===== src/rtl/phase_acc_bank_if.sv =====
// ============================================================================
// phase_acc_bank_if : slot request / phase result bundle for phase_acc_bank.
// Revision: 1.0   (phase_mod present only when PHASE_MOD_EN is defined)
// ============================================================================
`default_nettype none

interface phase_acc_bank_if #(
    parameter int PHASE_ACC_WIDTH = 20,
    parameter int OUT_WIDTH       = 10,
    parameter int BANK_NUM_WIDTH  = 1,
    parameter int OP_NUM_WIDTH    = 5
);
    logic                       op_valid;
    logic [BANK_NUM_WIDTH-1:0]  bank_num;
    logic [OP_NUM_WIDTH-1:0]    op_num;
    logic [PHASE_ACC_WIDTH-1:0] phase_inc;
    logic                       key_on;
`ifdef PHASE_MOD_EN
    logic [OUT_WIDTH-1:0]       phase_mod;
`endif
    logic                       ready;
    logic [OUT_WIDTH-1:0]       phase_out;
    logic                       phase_valid;

    modport master (
        output op_valid, bank_num, op_num, phase_inc, key_on,
`ifdef PHASE_MOD_EN
        output phase_mod,
`endif
        input  ready, phase_out, phase_valid
    );

    modport slave (
        input  op_valid, bank_num, op_num, phase_inc, key_on,
`ifdef PHASE_MOD_EN
        input  phase_mod,
`endif
        output ready, phase_out, phase_valid
    );
endinterface

`default_nettype wire


===== src/rtl/phase_acc_bank.sv =====
// ============================================================================
// phase_acc_bank : per-operator NCO phase accumulator, RAM-backed, 2-cycle.
// Revision: 1.0   (optional output phase modulation: PHASE_MOD_EN)
// ============================================================================
`default_nettype none

module phase_acc_bank #(
    parameter int PHASE_ACC_WIDTH = 20,
    parameter int OUT_WIDTH       = 10,
    parameter int BANK_NUM_WIDTH  = 1,
    parameter int OP_NUM_WIDTH    = 5
) (
    input  wire logic         clk,
    input  wire logic         reset_n,
    phase_acc_bank_if.slave   bus_io
);
    localparam int ADDR_WIDTH = BANK_NUM_WIDTH + OP_NUM_WIDTH;
    localparam int DEPTH      = 1 << ADDR_WIDTH;

    typedef enum logic [0:0] {
        ST_INIT = 1'b0,
        ST_RUN  = 1'b1
    } state_t;

    state_t                     state_q, state_d;
    logic [ADDR_WIDTH-1:0]      init_addr_q, init_addr_d;
    logic                       ready_q, ready_d;
    logic                       w_init_we;

    logic                       s1_valid_q;
    logic [ADDR_WIDTH-1:0]      s1_addr_q;
    logic [PHASE_ACC_WIDTH-1:0] s1_inc_q;
    logic [PHASE_ACC_WIDTH-1:0] s1_old_q;
    logic                       s1_key_q;
`ifdef PHASE_MOD_EN
    logic [OUT_WIDTH-1:0]       s1_mod_q;
`endif
    logic [DEPTH-1:0]           key_prev_q;
    logic [OUT_WIDTH-1:0]       phase_out_q;
    logic                       phase_valid_q;

    logic [PHASE_ACC_WIDTH-1:0] ram_q [DEPTH];

    logic [ADDR_WIDTH-1:0]      w_c0_addr;
    logic                       w_accept;
    logic                       w_fwd;
    logic                       w_key_rise;
    logic [PHASE_ACC_WIDTH-1:0] w_new_acc;
    logic [OUT_WIDTH-1:0]       w_phase_out;
    logic                       w_ram_we;
    logic [ADDR_WIDTH-1:0]      w_ram_waddr;
    logic [PHASE_ACC_WIDTH-1:0] w_ram_wdata;

    always_comb begin
        state_d     = state_q;
        init_addr_d = init_addr_q;
        w_init_we   = 1'b0;
        ready_d     = (state_q == ST_RUN);
        case (state_q)
            ST_INIT: begin
                w_init_we   = 1'b1;
                init_addr_d = init_addr_q + ADDR_WIDTH'(1);
                if (&init_addr_q) begin
                    state_d = ST_RUN;
                end
            end
            default: begin
                state_d = ST_RUN;
            end
        endcase
    end

    always_ff @(posedge clk or negedge reset_n) begin
        if (!reset_n) begin
            state_q     <= ST_INIT;
            init_addr_q <= '0;
            ready_q     <= 1'b0;
        end else begin
            state_q     <= state_d;
            init_addr_q <= init_addr_d;
            ready_q     <= ready_d;
        end
    end

    assign w_c0_addr  = {bus_io.bank_num, bus_io.op_num};
    assign w_accept   = bus_io.op_valid && ready_q;
    // A back-to-back hit on the slot being written must see this cycle's result.
    assign w_fwd      = s1_valid_q && (s1_addr_q == w_c0_addr);
    assign w_key_rise = s1_key_q && !key_prev_q[s1_addr_q];
    assign w_new_acc  = w_key_rise ? '0 : (s1_old_q + s1_inc_q);

`ifdef PHASE_MOD_EN
    assign w_phase_out = w_new_acc[PHASE_ACC_WIDTH-1 -: OUT_WIDTH] + s1_mod_q;
`else
    assign w_phase_out = w_new_acc[PHASE_ACC_WIDTH-1 -: OUT_WIDTH];
`endif

    assign w_ram_we    = w_init_we || s1_valid_q;
    assign w_ram_waddr = w_init_we ? init_addr_q : s1_addr_q;
    assign w_ram_wdata = w_init_we ? '0 : w_new_acc;

    always_ff @(posedge clk) begin
        if (w_ram_we) begin
            ram_q[w_ram_waddr] <= w_ram_wdata;
        end
    end

    always_ff @(posedge clk or negedge reset_n) begin
        if (!reset_n) begin
            s1_valid_q    <= 1'b0;
            s1_addr_q     <= '0;
            s1_inc_q      <= '0;
            s1_old_q      <= '0;
            s1_key_q      <= 1'b0;
`ifdef PHASE_MOD_EN
            s1_mod_q      <= '0;
`endif
            key_prev_q    <= '0;
            phase_out_q   <= '0;
            phase_valid_q <= 1'b0;
        end else begin
            s1_valid_q    <= w_accept;
            phase_valid_q <= s1_valid_q;
            if (w_accept) begin
                s1_addr_q <= w_c0_addr;
                s1_inc_q  <= bus_io.phase_inc;
                s1_key_q  <= bus_io.key_on;
                s1_old_q  <= w_fwd ? w_new_acc : ram_q[w_c0_addr];
`ifdef PHASE_MOD_EN
                s1_mod_q  <= bus_io.phase_mod;
`endif
            end
            if (s1_valid_q) begin
                key_prev_q[s1_addr_q] <= s1_key_q;
                phase_out_q           <= w_phase_out;
            end
        end
    end

    assign bus_io.ready       = ready_q;
    assign bus_io.phase_out   = phase_out_q;
    assign bus_io.phase_valid = phase_valid_q;

endmodule

`default_nettype wire


===== src/flat_wrapper.sv =====
// flat-port wrapper written by rule: the top's interface ports become plain ports
module phase_acc_bank_flat 
#(
    parameter int PHASE_ACC_WIDTH = 20,
    parameter int OUT_WIDTH       = 10,
    parameter int BANK_NUM_WIDTH  = 1,
    parameter int OP_NUM_WIDTH    = 5
)
  (clk, reset_n, bus_io_op_valid, bus_io_bank_num, bus_io_op_num, bus_io_phase_inc, bus_io_key_on, bus_io_ready, bus_io_phase_out, bus_io_phase_valid);
  phase_acc_bank_if #(.PHASE_ACC_WIDTH(PHASE_ACC_WIDTH), .OUT_WIDTH(OUT_WIDTH), .BANK_NUM_WIDTH(BANK_NUM_WIDTH), .OP_NUM_WIDTH(OP_NUM_WIDTH)) bus_io_i ();
  input  wire logic clk;
  input  wire logic reset_n;
  input wire logic [$bits(bus_io_i.op_valid)-1:0] bus_io_op_valid;
  input wire logic [$bits(bus_io_i.bank_num)-1:0] bus_io_bank_num;
  input wire logic [$bits(bus_io_i.op_num)-1:0] bus_io_op_num;
  input wire logic [$bits(bus_io_i.phase_inc)-1:0] bus_io_phase_inc;
  input wire logic [$bits(bus_io_i.key_on)-1:0] bus_io_key_on;
  output wire logic [$bits(bus_io_i.ready)-1:0] bus_io_ready;
  output wire logic [$bits(bus_io_i.phase_out)-1:0] bus_io_phase_out;
  output wire logic [$bits(bus_io_i.phase_valid)-1:0] bus_io_phase_valid;
  assign bus_io_i.op_valid = bus_io_op_valid;
  assign bus_io_i.bank_num = bus_io_bank_num;
  assign bus_io_i.op_num = bus_io_op_num;
  assign bus_io_i.phase_inc = bus_io_phase_inc;
  assign bus_io_i.key_on = bus_io_key_on;
  assign bus_io_ready = bus_io_i.ready;
  assign bus_io_phase_out = bus_io_i.phase_out;
  assign bus_io_phase_valid = bus_io_i.phase_valid;
  phase_acc_bank #(.PHASE_ACC_WIDTH(PHASE_ACC_WIDTH), .OUT_WIDTH(OUT_WIDTH), .BANK_NUM_WIDTH(BANK_NUM_WIDTH), .OP_NUM_WIDTH(OP_NUM_WIDTH)) u_core (.clk(clk), .reset_n(reset_n), .bus_io(bus_io_i));
endmodule

===== config.mk =====
export PLATFORM = sky130hd
export DESIGN_NAME = phase_acc_bank_flat
export DESIGN_NICKNAME = d
export VERILOG_FILES = /design/src/rtl/phase_acc_bank_if.sv /design/src/rtl/phase_acc_bank.sv /design/src/flat_wrapper.sv
export SDC_FILE = /design/constraint.sdc
export NUM_CORES = 1
export LEC_CHECK = 0
export ABC_AREA = 1
export BUFFER_PORTS_ARGS = -buffer_cell sky130_fd_sc_hd__buf_4
export CORE_ASPECT_RATIO = 1.5
export CORE_MARGIN = 2
export CORE_UTILIZATION = 49
export DETAILED_ROUTE_END_ITERATION = 10
export SLEW_MARGIN = 15
export SYNTH_ARGS = -nofsm -noshare
export SYNTH_HDL_FRONTEND = slang
export SYNTH_SLANG_ARGS = --single-unit

===== constraint.sdc =====
create_clock -name clk -period 4.3 [get_ports clk]
set_clock_uncertainty 0.05 [all_clocks]
set_input_delay 0.86 -clock clk [delete_from_list [all_inputs] [get_ports clk]]
set_output_delay 0.86 -clock clk [all_outputs]
set_load 0.1 [all_outputs]

==> out/metrics.cfg, run 1 <==
[floorplan]
ios=42
die_x_um=287
die_area_mm2=0.123
die_h_um=428
initial_core_util_pct=49.4
fp.coreArea_mm2=0.119
rows=155

[grt]
grt_max_degree=142
grt_pass1_vias=39100
grt.total_usage_pct=27.7
grt_overflow=0
antenna_found_initial=2
grt_pass1_wl_um=252000

[logic_synthesis]
syn-instance-count=5269
synthesis.nets=5320
synth_warnings=0
ys_seq_area_share_pct=71.1
synthTopCellsByArea=edfxtp_1 (65%), nand2_1 (11%), nand3_1 (11%)
syn_area_mm2=0.0587
synth_edf_count=1280
synthArstFlopShare_pct=9.28
avgSynthCellArea_um2=11.1
synth_top_cell_by_area=edfxtp_1
synth_top_cell_area_share_pct=65.5
yosys-top-cells-count=nand2_1 (1748), nand3_1 (1283), edfxtp_1 (1280)
yosys_most_used_dff=edfxtp_1
synth_most_common_cell=nand2_1
ys_types=35
synth_seq_cells=1411

[routing]
drtAntennaViolNets=0
via_count=40700
drcViolationCount=0
dr.pass1.iters=7
drt_iter0_markers=4311
wl_per_cell_um=24.5
drt-total-wl_um=171000
viasPerCell=5.84

[pwr]
peakVddDrop_mv=0.366
p_leak_nw=23.8
powerDensity_mw_per_mm2=423

[worst_setup_path]
endpoint_kind=flip-flop
critPathBufInv=2
cp_max_fo=33
cpPeakStageDelay_ps=830
crit_family=simple AND/OR/NAND/NOR gates
crit_start=u_core.s1_old_q[0]$_DFFE_PN0P_
crit_path_cell_trace=ha_1, fa_1, nand2_1, nand3_1, nand2_1, o21ai_0, nand2_1, nand2_1, nand2_1, nand2_1, inv_1, nand2_1, nor2_4, buf_4
path_class=reg2reg
cp.required_ps=4760
path_depth=14
worstSetupEndpoint=u_core.ram_q[32][12]$_DFFE_PP_
reg2reg_slack_ps=570
reg2reg_depth=14
worst_path_most_repeated_cell=nand2_1
cp-start-kind=flip-flop
r2r-end=u_core.ram_q[32][12]$_DFFE_PP_
critPathSlowestCell=nor2_4
reg2reg_from=u_core.s1_old_q[0]$_DFFE_PN0P_
cp.arrival_ps=4190

[sta]
slew_viol_final=0
hold_violations=0
rsz0062_at_grt=false
relSlewSlack_pct=29.0
finalSetupTns_ps=0
period_share_pct=86.7
fin_ws_ps=570
fmax_mhz=268
setup_viol=0
tightest_slew_ps=1060
finalCriticalPeriod_ps=3730

[clock_tree]
cts-root-buf=clkbuf_16
clkTransAtPathRegs_ps=60
ctsResizeCount=0
cts_buffer_depth=3
cts.sink_count=1411
h-tree-depth=4
cts_tree=yes
postCtsSetupBuffers=0
insertion_delay_ps=770
cts_hold_buf=0
cts_buffers=134

[run_status]
status=complete, no violations

[min_path]
hold_path.class=in2async

[place]
port_buffers=41
dpl.hpwl_um=97100
globalplace.congestion=0.939
preCtsSetupSlack_ps=699
placedCellCount=6727

[run]
cap_violations=0

[cells_and_area]
fillers=9923
instances_no_fill=6971
area_growth_pct=12.5
finalCoreUtilization_pct=55.5
layout-drive-gt1-share_pct=9.39
finalNetCount=5344

## metrics by stage
step           area (um2)  total power [W]  hold WS [ps]
2_1_floorplan       58700           0.0159           376
3_3_place_gp        61700           0.0164           421
3_5_place_dp        61700           0.0165           424
4_1_cts             66000           0.0281          73.2
5_1_grt             66000           0.0287           118
6_report            66000           0.0279          92.3
## worst register-to-register path, stage by stage (launching register included)
cell,delay (ps)
dfrtp_1,390
ha_1,250
fa_1,440
nand2_1,80
nand3_1,80
nand2_1,110
o21ai_0,210
nand2_1,140
nand2_1,50
nand2_1,70
nand2_1,60
inv_1,50
nand2_1,120
nor2_4,830
buf_4,510
## layout by cell type (no fill, tap or decap), types with 36 or more instances in the layout
cell type	synthesis	final
nand2_1	1748	1747
inv_1	92	92
clkbuf_1	156	36
a21oi_1	74	74
a31oi_1	48	48
buf_4	6	180
nor2_1	134	58
nor2_2	0	56
nand3_1	1283	1283
clkbuf_16	0	138
dfrtp_1	131	131
edfxtp_1	1280	1280
buf_12	0	36
## report_power, final
group	internal, W	leakage [nW]	switching (W)
clock	0.00672	2.10	0.00505
sequential	0.0147	10.7	0
combinational	0.000402	10.9	0.00103
total	0.0219	23.8	0.00608
## worst min-delay path by stage
stage,start,to,slack (ps),depth (start not counted)
2_1_floorplan,u_core.s1_valid_q$_DFF_PN0_,u_core.bus_io.phase_valid$_DFF_PN0_,380,0
3_3_place_gp,u_core.s1_inc_q[13]$_DFFE_PN0P_,u_core.s1_inc_q[13]$_DFFE_PN0P_,420,2
3_5_place_dp,u_core.s1_inc_q[16]$_DFFE_PN0P_,u_core.s1_inc_q[16]$_DFFE_PN0P_,420,2
4_1_cts,reset_n,u_core.key_prev_q[33]$_DFFE_PN0P_,70,1
5_1_grt,reset_n,u_core.key_prev_q[46]$_DFFE_PN0P_,120,1
6_report,reset_n,u_core.key_prev_q[33]$_DFFE_PN0P_,90,1
## sequential cells by signal, indices dropped and copies added (netlist names)
register	flops
u_core.init_addr_q	6
u_core.bus_io.phase_valid	1
u_core.ready_d	1
u_core.bus_io.phase_out	10
u_core.s1_key_q	1
u_core.bus_io.ready	1
u_core.s1_valid_q	1
u_core.s1_old_q	20
u_core.s1_addr_q	6
u_core.s1_inc_q	20
u_core.key_prev_q	64
u_core.ram_q	1280
## cell type report
class | count | area [um2] | area share [%]
sequential | 1411 | 41700 | 63.2
multi-input combinational | 3421 | 15500 | 23.5
clock buffer | 180 | 3660 | 5.54
timing repair buffer | 220 | 2120 | 3.22
tap | 1570 | 1960 | 2.98
clock inverter | 62 | 638 | 0.967
inverter | 105 | 415 | 0.629
antenna | 2 | 5.00 | 0.00758
## metal layers
layer  vias to the layer above  part of all wire, %  GRT usage (%)
met2                      1664                   50           46.8
met5                         -                    0              0
met3                       342                  6.6           3.97
met1                     20200                   39           36.2
li1                      18500                    -              -
met4                         0                  3.9           11.0
## kinds of logic after synthesis
logic type	synth area share, %
AND/OR/NAND/NOR	23.5
flip-flops	71.1
buffers and inverters	3.11
AO/OA/AOI/OAI	1.63
adder cells (fa/ha/maj)	0.460
XOR/XNOR	0.209
Power figures use the tool's default switching activity.
==> inputs of run 2 (changes only) <==
Settings changed: CORE_UTILIZATION 49 to 40, PLACE_DENSITY_LB_ADDON set to 0.3.
==> run 2 against run 1 <==
  * Clock power decreased by 3%
  * First-iteration DRC count decreased by 7.4%
  * Die area rose by 22%
  * Fmax up 7.5%
==> out/metrics.cfg, run 2 (synthesis gave the netlist of run 1 again) <==
[run_status]
status=complete, no violations

[grt]
antenna_found_initial=1
grt_pass1_vias=39600
grt_overflow=0
grt_pass1_wl_um=251000
grt_max_degree=111
grt.total_usage_pct=22.4

[worst_setup_path]
cpPeakStageDelay_ps=660
worst_path_most_repeated_cell=nand2_1
crit_path_cell_trace=inv_2, nor2_1, nand3_1, nand2_1, o21ai_1, nand2_1, nor2_1, nand3_1, nand2_1, nor2_4, buf_12
cp.required_ps=4780
cp.arrival_ps=3950
cp_max_fo=48
critPathSlowestCell=nand3_1
endpoint_kind=flip-flop
path_class=reg2reg
cp-start-kind=flip-flop

[cells_and_area]
regMostFlops=u_core.ram_q
area_growth_pct=12.9
mostFrequentLayoutCell=nand2_1
finalNetCount=5339
layout_common_cells=nand2_1 (1747), nand3_1 (1283), edfxtp_1 (1280)
seq_area_mm2=0.0417
multiInputGateArea_mm2=0.0155
largest_reg_flops=1280
reg_top3=u_core.ram_q (1280), u_core.key_prev_q (64)
layout-drive-gt1-share_pct=9.58
fillers=13100

[clock_tree]
cts_buffer_depth=3
insertion_delay_ps=760
postCtsSetupBuffers=0
h-tree-depth=3
cts_buffers=120
cts-root-buf=clkbuf_16
ctsResizeCount=0
cts_tree=yes
cts.sink_count=1411
cts_hold_buf=0
clkTransAtPathRegs_ps=70

[sta]
tightest_slew_ps=1080
finalCriticalPeriod_ps=3470
whs_ps=173
relSlewSlack_pct=27.2
setup_viol=0
period_share_pct=80.7
slew_viol_final=0
rsz0062_at_grt=false
fmax_mhz=288
finalSetupTns_ps=0
hold_violations=0

[pwr]
p_switching_w=0.00603
powerDensity_mw_per_mm2=415
intPower_w=0.0215
peakVddDrop_mv=0.311
p_seq_share_pct=53.5
p_clk_share_pct=41.3
swShare_pct=21.9
p_leak_nw=23.7
comb_power_share_pct=5.2

[run]
cap_violations=0

[floorplan]
fp.coreArea_mm2=0.146
rows=172
die_area_mm2=0.150
initial_core_util_pct=40.2
die_h_um=473
die_x_um=317
ios=42

[routing]
dr.pass1.iters=5
wl_per_cell_um=23.2
viasPerCell=5.57
via_count=40700
drcViolationCount=0
drtAntennaViolNets=0
drt_iter0_markers=3990
drt-total-wl_um=170000

[place]
globalplace.congestion=0.938
dpl.hpwl_um=96300
port_buffers=41

[min_path]
hold_path.class=in2async

[run 2: cell types whose count changed in the layout (fill, tap and decap cells not counted), sizes merged, moves of 5 or more]
cell      before  now
bufinv        12   19
clkinvlp       0    5
clkinv        41   51
inv          114  109
buf          220  229
clkbuf       180  144
[run 2: cell type report]
cell class              count  share of cell area (%)
flip-flops and latches   1411                    62.9
multi-input cells        3421                    23.4
clock buffers             144                    4.73
well taps                1914                    3.61
repair buffers            229                    3.27
clock inverters            79                    1.42
inverters                 105                   0.627
diodes                      1                 0.00378
[run 2: per-layer routing]
layer	global-route usage, %	wire length, um	share of wire, %
met1	28.5	66700	39
met2	38.3	84200	50
met3	2.50	11400	6.7
met4	10.4	7470	4.4
met5	0	0	0
[run 2: worst max-delay path: cells and delay by family, from the launching register on]
kind / cells / cell delay [ps]
AO/OA/AOI/OAI: 1 / 70
buffers and inverters: 2 / 460
flip-flops: 1 / 650
AND/OR/NAND/NOR: 8 / 1940
[run 2: metrics by stage]
stage / cell area (um2) / total power [W] / setup slack, ps / cells / utilization (%)
2_1_floorplan: 58700 / 0.0159 / 544 / 5269 / -
3_3_place_gp: 62200 / 0.0164 / 894 / 7080 / 42.6
3_5_place_dp: 62200 / 0.0164 / 930 / 7080 / 42.6
4_1_cts: 66300 / 0.0277 / 879 / 7303 / 45.4
5_1_grt: 66300 / 0.0283 / 648 / 7304 / 45.4
6_report: 66300 / 0.0275 / 832 / 7304 / 45.4
[run 2: power by group through the flow]
stage	Sequential, W	Combinational, W	Clock (W)
4_1_cts	0.0147	0.00142	0.0115
6_report	0.0147	0.00142	0.0114
2_1_floorplan	0.0150	0.000873	0
3_5_place_dp	0.0150	0.00141	0
5_1_grt	0.0147	0.00155	0.0120
3_3_place_gp	0.0150	0.00139	0
[run 2: path summary, 6_finish.rpt]
kind                                                  from                           endpoint  slack, ps  depth (start not counted)
max                        u_core.s1_addr_q[2]$_DFFE_PN0P_      u_core.ram_q[47][9]$_DFFE_PP_        830                         11
min                                                reset_n  u_core.key_prev_q[46]$_DFFE_PN0P_        170                          1
max reg2reg                u_core.s1_addr_q[2]$_DFFE_PN0P_      u_core.ram_q[47][9]$_DFFE_PP_        830                         11
min reg2reg                 u_core.s1_old_q[9]$_DFFE_PN0P_     u_core.s1_old_q[9]$_DFFE_PN0P_        440                          2
max in group asynchronous                          reset_n  u_core.key_prev_q[51]$_DFFE_PN0P_       3170                          2
min in group clk                       bus_io_phase_inc[8]     u_core.s1_inc_q[8]$_DFFE_PN0P_        250                          3
